$ cat config.mk
export PLATFORM = sky130hd
export DESIGN_NAME = uart_tx
export DESIGN_NICKNAME = d
export VERILOG_FILES = /design/src/rtl/uart_tx.sv
export SDC_FILE = /design/constraint.sdc
export NUM_CORES = 1
export LEC_CHECK = 0
export BUFFER_PORTS_ARGS = -buffer_cell sky130_fd_sc_hd__buf_2
export CAP_MARGIN = 0
export CORE_ASPECT_RATIO = 1.25
export CORE_MARGIN = 10
export CORE_UTILIZATION = 57
export DETAILED_ROUTE_END_ITERATION = 12
export MAX_ROUTING_LAYER = met4
export PLACE_DENSITY = 0.78
export SLEW_MARGIN = 20
export SYNTH_ARGS = -nofsm -noshare
export SYNTH_HDL_FRONTEND = slang
export SYNTH_SLANG_ARGS = --single-unit
$ cat constraint.sdc
create_clock -name clk -period 2.7 [get_ports clk]
set_clock_uncertainty 0.1 [all_clocks]
set_input_delay 0.27 -clock clk [delete_from_list [all_inputs] [get_ports clk]]
set_output_delay 0.27 -clock clk [all_outputs]
set_load 0.01 [all_outputs]
$ cat src/rtl/uart_tx.sv
// -----------------------------------------------------------------------------
// uart_tx
//
// Oversampled UART transmitter. Bit timing is driven by the rising edge of
// baud_sample_tick (OVERSAMPLE edges per bit), the same tick generator used by
// the matching oversampled receiver. Frames are sent LSB-first as
// start / DATA_BITS data / optional parity / STOP_BITS stop.
//
// A one-entry holding register sits in front of the shift register. A new byte
// can therefore be accepted while the current frame is still on the wire. When
// the holding register is full at the end of a stop bit, the next start bit
// follows immediately, with no idle tick in between.
//
// Parameters
//   OVERSAMPLE : tick edges per bit (power of two, >= 4)
//   DATA_BITS  : data bits per frame (5..8)
//   PARITY     : 0 none, 1 odd, 2 even
//   STOP_BITS  : 1 or 2
//
// Ports
//   clk              in   system clock
//   rst              in   asynchronous active-high reset
//   baud_sample_tick in   oversample tick; only its rising edge counts
//   tx_data          in   byte to send, captured on accept
//   tx_valid         in   tx_data valid
//   tx_ready         out  holding register empty (accept = tx_valid & tx_ready)
//   tx               out  serial line, idle high
//   tx_busy          out  high from start bit through end of last stop bit
//   tx_done          out  one-clk pulse at the end of each frame's last stop bit
// -----------------------------------------------------------------------------
module uart_tx #(
    parameter int OVERSAMPLE = 16,
    parameter int DATA_BITS  = 8,
    parameter int PARITY     = 0,
    parameter int STOP_BITS  = 1
) (
    input  logic                 clk,
    input  logic                 rst,
    input  logic                 baud_sample_tick,
    input  logic [DATA_BITS-1:0] tx_data,
    input  logic                 tx_valid,
    output logic                 tx_ready,
    output logic                 tx,
    output logic                 tx_busy,
    output logic                 tx_done
);

    localparam int CNT_W = $clog2(OVERSAMPLE);
    localparam int BIT_W = $clog2(DATA_BITS);

    typedef enum logic [2:0] {
        S_IDLE,
        S_START,
        S_DATA,
        S_PARITY,
        S_STOP
    } state_t;

    state_t               state_q,     state_d;
    logic [CNT_W-1:0]     tick_cnt_q,  tick_cnt_d;
    logic [BIT_W-1:0]     bit_cnt_q,   bit_cnt_d;
    logic [DATA_BITS-1:0] shift_q,     shift_d;
    logic                 par_q,       par_d;
    logic [DATA_BITS-1:0] hold_q,      hold_d;
    logic                 hold_full_q, hold_full_d;
    logic                 tx_q,        tx_d;
    logic                 busy_q,      busy_d;
    logic                 done_q,      done_d;
    logic                 ready_q,     ready_d;

    // Previous tick level. Resets high so that a tick already high when reset
    // releases is not mistaken for a fresh rising edge.
    logic                 tick_prev_q;
    logic                 tick_en;

    logic                 accept;
    logic                 bit_end;
    logic                 load;

    assign tick_en = baud_sample_tick & ~tick_prev_q;
    assign accept  = tx_valid & ready_q;
    assign bit_end = tick_en && (tick_cnt_q == CNT_W'(OVERSAMPLE - 1));

    // -------------------------------------------------------------------------
    // Next-state and output logic
    // -------------------------------------------------------------------------
    always_comb begin
        state_d     = state_q;
        tick_cnt_d  = tick_cnt_q;
        bit_cnt_d   = bit_cnt_q;
        shift_d     = shift_q;
        par_d       = par_q;
        hold_d      = hold_q;
        hold_full_d = hold_full_q;
        tx_d        = tx_q;
        busy_d      = busy_q;
        done_d      = 1'b0;
        ready_d     = ready_q;
        load        = 1'b0;

        // The tick counter free-runs through every bit of an active frame.
        if (tick_en && (state_q != S_IDLE)) begin
            if (bit_end) begin
                tick_cnt_d = '0;
            end else begin
                tick_cnt_d = tick_cnt_q + CNT_W'(1);
            end
        end

        case (state_q)
            S_IDLE: begin
                tx_d = 1'b1;
                if (tick_en && hold_full_q) begin
                    load = 1'b1;
                end
            end

            S_START: begin
                if (bit_end) begin
                    state_d = S_DATA;
                    tx_d    = shift_q[0];
                end
            end

            S_DATA: begin
                if (bit_end) begin
                    // shift_q[0] is the bit that has just finished on the line.
                    par_d     = par_q ^ shift_q[0];
                    shift_d   = shift_q >> 1;
                    bit_cnt_d = bit_cnt_q + BIT_W'(1);
                    if (bit_cnt_q == BIT_W'(DATA_BITS - 1)) begin
                        bit_cnt_d = '0;
                        if (PARITY != 0) begin
                            state_d = S_PARITY;
                            // Even: XOR of data. Odd: inverted so total 1s is odd.
                            tx_d    = par_q ^ shift_q[0] ^ 1'(PARITY == 1);
                        end else begin
                            state_d = S_STOP;
                            tx_d    = 1'b1;
                        end
                    end else begin
                        tx_d = shift_q[1];
                    end
                end
            end

            S_PARITY: begin
                if (bit_end) begin
                    state_d   = S_STOP;
                    tx_d      = 1'b1;
                    bit_cnt_d = '0;
                end
            end

            S_STOP: begin
                if (bit_end) begin
                    if (bit_cnt_q == BIT_W'(STOP_BITS - 1)) begin
                        done_d = 1'b1;
                        if (hold_full_q) begin
                            // Back-to-back: next start bit begins on this tick.
                            load = 1'b1;
                        end else begin
                            state_d = S_IDLE;
                            busy_d  = 1'b0;
                            tx_d    = 1'b1;
                        end
                    end else begin
                        bit_cnt_d = bit_cnt_q + BIT_W'(1);
                    end
                end
            end

            default: begin
                state_d = S_IDLE;
                tx_d    = 1'b1;
                busy_d  = 1'b0;
            end
        endcase

        // Transfer holding register into the shift register and start a frame.
        if (load) begin
            state_d     = S_START;
            shift_d     = hold_q;
            tick_cnt_d  = '0;
            bit_cnt_d   = '0;
            par_d       = 1'b0;
            tx_d        = 1'b0;
            busy_d      = 1'b1;
            hold_full_d = 1'b0;
            ready_d     = 1'b1;
        end

        // ready_q mirrors ~hold_full_q, so accept and load never coincide.
        if (accept) begin
            hold_d      = tx_data;
            hold_full_d = 1'b1;
            ready_d     = 1'b0;
        end
    end

    // -------------------------------------------------------------------------
    // State registers
    // -------------------------------------------------------------------------
    always_ff @(posedge clk or posedge rst) begin
        if (rst) begin
            state_q     <= S_IDLE;
            tick_cnt_q  <= '0;
            bit_cnt_q   <= '0;
            shift_q     <= '0;
            par_q       <= 1'b0;
            hold_q      <= '0;
            hold_full_q <= 1'b0;
            tx_q        <= 1'b1;
            busy_q      <= 1'b0;
            done_q      <= 1'b0;
            ready_q     <= 1'b1;
            tick_prev_q <= 1'b1;
        end else begin
            state_q     <= state_d;
            tick_cnt_q  <= tick_cnt_d;
            bit_cnt_q   <= bit_cnt_d;
            shift_q     <= shift_d;
            par_q       <= par_d;
            hold_q      <= hold_d;
            hold_full_q <= hold_full_d;
            tx_q        <= tx_d;
            busy_q      <= busy_d;
            done_q      <= done_d;
            ready_q     <= ready_d;
            tick_prev_q <= baud_sample_tick;
        end
    end

    assign tx       = tx_q;
    assign tx_busy  = busy_q;
    assign tx_done  = done_q;
    assign tx_ready = ready_q;

endmodule

== After elaboration in Yosys (flattened, before gate mapping) ==
Cells that the tools add are included.
Widths: inputs -> output; s select.
Cells by class
  multipliers: 0
  shift operators: 0
  $lt $le $gt $ge: 0
  add/subtract/negate cells: 2
  div/mod/pow operators: 0
  reductions and logical operators: 17
  mux-type cells: 48
  eq/ne operators: 16
  bitwise operators: 3
Operators by type and width (number)
  $mux 3: 14
  $mux 8: 3
  $ne 3x3->1 const B: 8
  $mux 1: 23
  $pmux 3 s5: 1
  $mux 4: 3
  $pmux 3 s3: 1
  $reduce_and 8->1: 1
  $reduce_bool 2->1: 4
  $eq 3x2->1 const B: 2
  $eq 3x3->1 const B: 2
  $logic_not 3->1: 2
  $reduce_and 6->1: 1
  $reduce_and 5->1: 1
  $add 4x1->4 const B: 1
  $eq 4x4->1 const B: 1
  $pmux 1 s2: 2
  $pmux 1 s4: 1
  $reduce_and 4->1: 1
  $reduce_bool 4->1: 1
  $reduce_or 4->1: 1
  $add 3x1->3 const B: 1
  $eq 3x1->1 const B: 1
  $logic_and 1x1->1: 3
  6 further kinds: 7
Word-level totals
  bits of input ports: 12
  bits in latches: 0
  logic and storage cells: 97
  ROM bits: 0
  memories kept: 0
  flip-flop bits (word level): 32
  bits in writable memories: 0

== Logic depth before layout (Yosys ltp) ==
  depth in word-level cells: 7
  depth in mapped cells: 8

== Worst setup path before layout ==
Ideal clock, no wire load.
  path kind: register to register
  start point: register bit_cnt_q[0]
  end point: register shift_q[1]
  period minus slack after synthesis: 2.136 ns
  data required time: 2.474 ns
  cell stages (with the launch flop): 7
  setup time: 0.126 ns
  arrival time: 1.910 ns
  setup slack: 0.564 ns
  cell sequence: dfrtp_1 -> inv_1 -> ha_1 -> or4bb_1 -> nor4_4 -> nor3_1 -> a221o_1
On the way
  word-level cells in the longest chain between the ends: 6
RTL lines
  from (decl): RTL line 61  | logic [BIT_W-1:0] bit_cnt_q, bit_cnt_d;
  from (signal assigned): RTL line 221  | bit_cnt_q <= bit_cnt_d;
  $logic_not 3->1 *: RTL line 157  | if (bit_cnt_q == BIT_W'(STOP_BITS - 1)) begin
  $mux 1 *: RTL line 157
  $mux 1 *: RTL line 156  | if (bit_end) begin
  $pmux 1 s2 *: RTL line 110  | case (state_q)
  $reduce_bool 2->1 (no source line)
  $reduce_and 2->1 (no source line)
  to (signal assigned): RTL line 222  | shift_q <= shift_d;
  to (decl): RTL line 62  | logic [DATA_BITS-1:0] shift_q, shift_d;
Every way passes the cells marked *; elsewhere a longest branch is shown, timed or not.
A chain may end at the register's enable or synchronous reset.

== Final worst setup path ==
  start point: input baud_sample_tick
  end point: register shift_q[2]
On the way
  word-level cells in the longest chain between the ends: 6
RTL lines
  from (decl): RTL line 39  | input logic baud_sample_tick,
  $and 1x1->1 *: RTL line 80  | assign tick_en = baud_sample_tick & ~tick_prev_q;
  $logic_and 1x1->1 (on tied branches): RTL line 82, 113
  $mux 1 (on tied branches): RTL line 156, 113
  $pmux 1 s2: RTL line 110
  $reduce_bool 2->1 (no source line)
  $reduce_and 2->1 (no source line)
Marks and branches as above.

==> metrics <==
Synth Area in Compound Gates=0.1517; antenna violations before repair=0; largest stage delay on the critical path=0.85 ns; xor/xnor share of the synthesized area=0.005677; Reg2Reg Capture Point=shift_q[2]; Hold Path Sink=hold_q[2]; critical path, cell by cell=dlygate4sd3_1 -> buf_2 -> nand2b_1 -> nor4_1 -> nor3_1 -> a221o_1; Rows=21; Internal=1.062 mW; ANT nets after route=0; minimum clock period=2.466 ns; Synth area leaders=dfrtp_1 47%, mux2_2 8.0%, dfstp_2 5.1%, a221o_1 4.5%, ha_1 3.2%; cell count after placement=182; non-filler cells, final=192; Die W=66.53 µm; Initial DRC Count=51; core area=0.002628 mm²; Synth cell types=41; first-pass GRT wire length=5568 µm; GR Overflow Total=0; worst r2r path cells=6; GP Congestion=0.9379; synthesis-stage register bit count=32; Clock Latency Late Sink=0.34 ns; Port Buffers=15; FF-to-FF setup slack=0.26 ns; ant diodes=0; RSZ-0062 raised after global routing=no; share of power burned in registers=0.504; Fin. Hold Viols=0; Setup crit end kind=register; commonest non-fill, non-tap cell in the layout=dfrtp_1; Worst EP arrival=2.60 ns; Worst Hold Launch=tx_data[2]; Post-Syn Nets=151; largest net degree at the start of global routing=33; Synth top area share=0.4704; Simple-Gate Fraction of Synth Area=0.1703; share of cells above drive strength 1=0.2722; adder-cell share of the synthesized area=0.03244; hold path cells=2; Global Route met3 Usage=0.03835; total routed wirelength=3077 µm; worst min-delay path category=in -> reg; Reg clk slew, reported paths=0.12 ns; drt first pass iters=4; CTS Sinks=32; drt via density=5.859; post-cts sizing count=0; IO Pins=16; CTS tree=done; switching power=0.4760 mW; routed len/inst=16.03 µm; max_slew headroom=0.3502; Slew Limit Fails=0; fmax=405.5 MHz; # DRC=0; htree depth=2; switching share of power=0.3096; worst r2r src=bit_cnt_q[0]; Most used DFF post-synth=dfrtp_1; largest family of logic cells by synthesized area=simple AND/OR/NAND/NOR gates; Comb power frac=0.249; CP max FO=8; startpoint types=input port; sequential cell area fraction in the yosys report=0.5215; Worst Path Required=2.84 ns; placed cell areas=0.001650 mm²; LEAKAGE=0.7952 nW; sum of negative setup slack=0 ns; most frequent cells in the layout=29 x dfrtp_1, 15 x buf_2, 11 x mux2_2; part of the cycle the worst path needs=0.9133; met2 GRT Util=0.2188; CP max stage cell=nor4_1; status=finished clean; Mapped Area=0.001543 mm²; GR peak layer=met2; Area Overhead vs Synth=13.71%; mux cell area share after synthesis=0.08029; Peak VDD IR=0.0006022 V; fillers=209; Die Area=0.005200 mm²; GR Util met1=0.1611; clock buffer depth=2; die height=78.17 µm; Total GRT Usage=0.1410; type of the worst setup path=in -> reg; final instance area=0.001754 mm²; via count of the routed design=1125; Post-synth ARST share=1.000; final net count=173; worst hold margin=0.04678 ns; cell taking the most area after synthesis=dfrtp_1; Num CTS Buffers=5; P per Cell Area=876.6 mW/mm²; Root Driver=clkbuf_4; Worst Tran Pin Value=0.9658 ns; count of endpoints failing setup in the final report=0; Starting Density=0.5871; vias in the first global route=1189; DPL Wire Length=2189 µm; cells after synthesis=135; Clk network pwr share=0.247; MaxCap Viol Count=0; number of synthesized flops with an enable pin=0; Ys Warns=0; Synth Area per Inst=11.43 µm²
## timing repair
| item | 4_1_cts | 5_1_grt |
|---|---|---|
| hold endpoints to repair | 30 | 0 |
| buffers inserted | 0 | 0 |
| hold buffers | 2 | 0 |
## cells by family (layout without fill, tap and decap cells)
group	Yosys count	after routing
AOI/OAI and AO/OA	31	31
xor gates and xnor gates	1	1
adders and majority gates	4	4
buffers and inverters	12	35
DFF	32	32
muxes	11	11
and+or+nand+nor	44	44
## power groups by stage
stage / Sequential [mW] / Clock [mW] / Combinational (mW)
after detailed placement: 0.779 / 0 / 0.384
after floorplan: 0.748 / 0 / 0.312
after global routing: 0.794 / 0.416 / 0.433
final: 0.775 / 0.381 / 0.382
after CTS: 0.771 / 0.388 / 0.388
after global placement: 0.769 / 0 / 0.366
## layer usage
layer	share of wire	wire, µm	vias to the layer above
met1	0.44	1342	553
met3	0.046	141	4
met5	0	0	-
met2	0.51	1554	27
met4	0.012	38	0
li1	-	-	541
## Yosys cell counts, drive strengths merged, types with 2 or more instances
cell,n
o21ai,7
nor2b,2
inv,7
nand2,6
a21o,2
nor3b,2
dfrtp,29
dfstp,3
nor3,6
buf,4
mux2,11
a221o,7
and2,7
nand3,2
ha,4
nand2b,2
or2,3
a22o,2
a21oi,4
nor4,3
nor2,6
## flip-flops by register name (all words and copies together) (netlist names)
signal,count
tx,1
state_q,3
hold_full_q,1
bit_cnt_q,3
shift_q,8
tick_prev_q,1
tx_busy,1
tx_ready,1
tx_done,1
hold_q,8
tick_cnt_q,4
## worst max path at each step
stage	to	startpoint	depth (start not counted)	slack, ns
final	shift_q[2]	baud_sample_tick	6	0.23
after global routing	shift_q[2]	baud_sample_tick	6	0.02
after CTS	shift_q[2]	baud_sample_tick	6	0.22
after detailed placement	shift_q[2]	tick_cnt_q[0]	5	0.26
after global placement	shift_q[0]	bit_cnt_q[0]	6	0.32
after floorplan	shift_q[1]	bit_cnt_q[0]	6	0.56
## area by class of cell
class	count	area (µm²)	share of cell area
repair buffers	20	117.6	0.06705
clock inverters	3	46.29	0.02639
inverters	7	26.28	0.01498
clock buffers	5	37.54	0.02140
well taps	34	42.54	0.02425
flip-flops and latches	32	804.5	0.4586
multi-input cells	91	679.4	0.3873
## per-stage QoR
step                utilization  worst slack (ns)  power [mW]
global placement         0.6281            0.3199       1.135
CTS                      0.6676            0.2203       1.546
finish                   0.6676            0.2342       1.538
detailed placement       0.6281            0.2591       1.164
global route             0.6676           0.01800       1.642
floorplan                     -            0.5638       1.060
## worst max-delay path: cells and delay by family
kind            cells  cell delay (ns)
compound gates      1             0.38
buf+inv             2             0.64
simple gates        3             1.31
No activity file was read; power rests on OpenSTA's default activity.
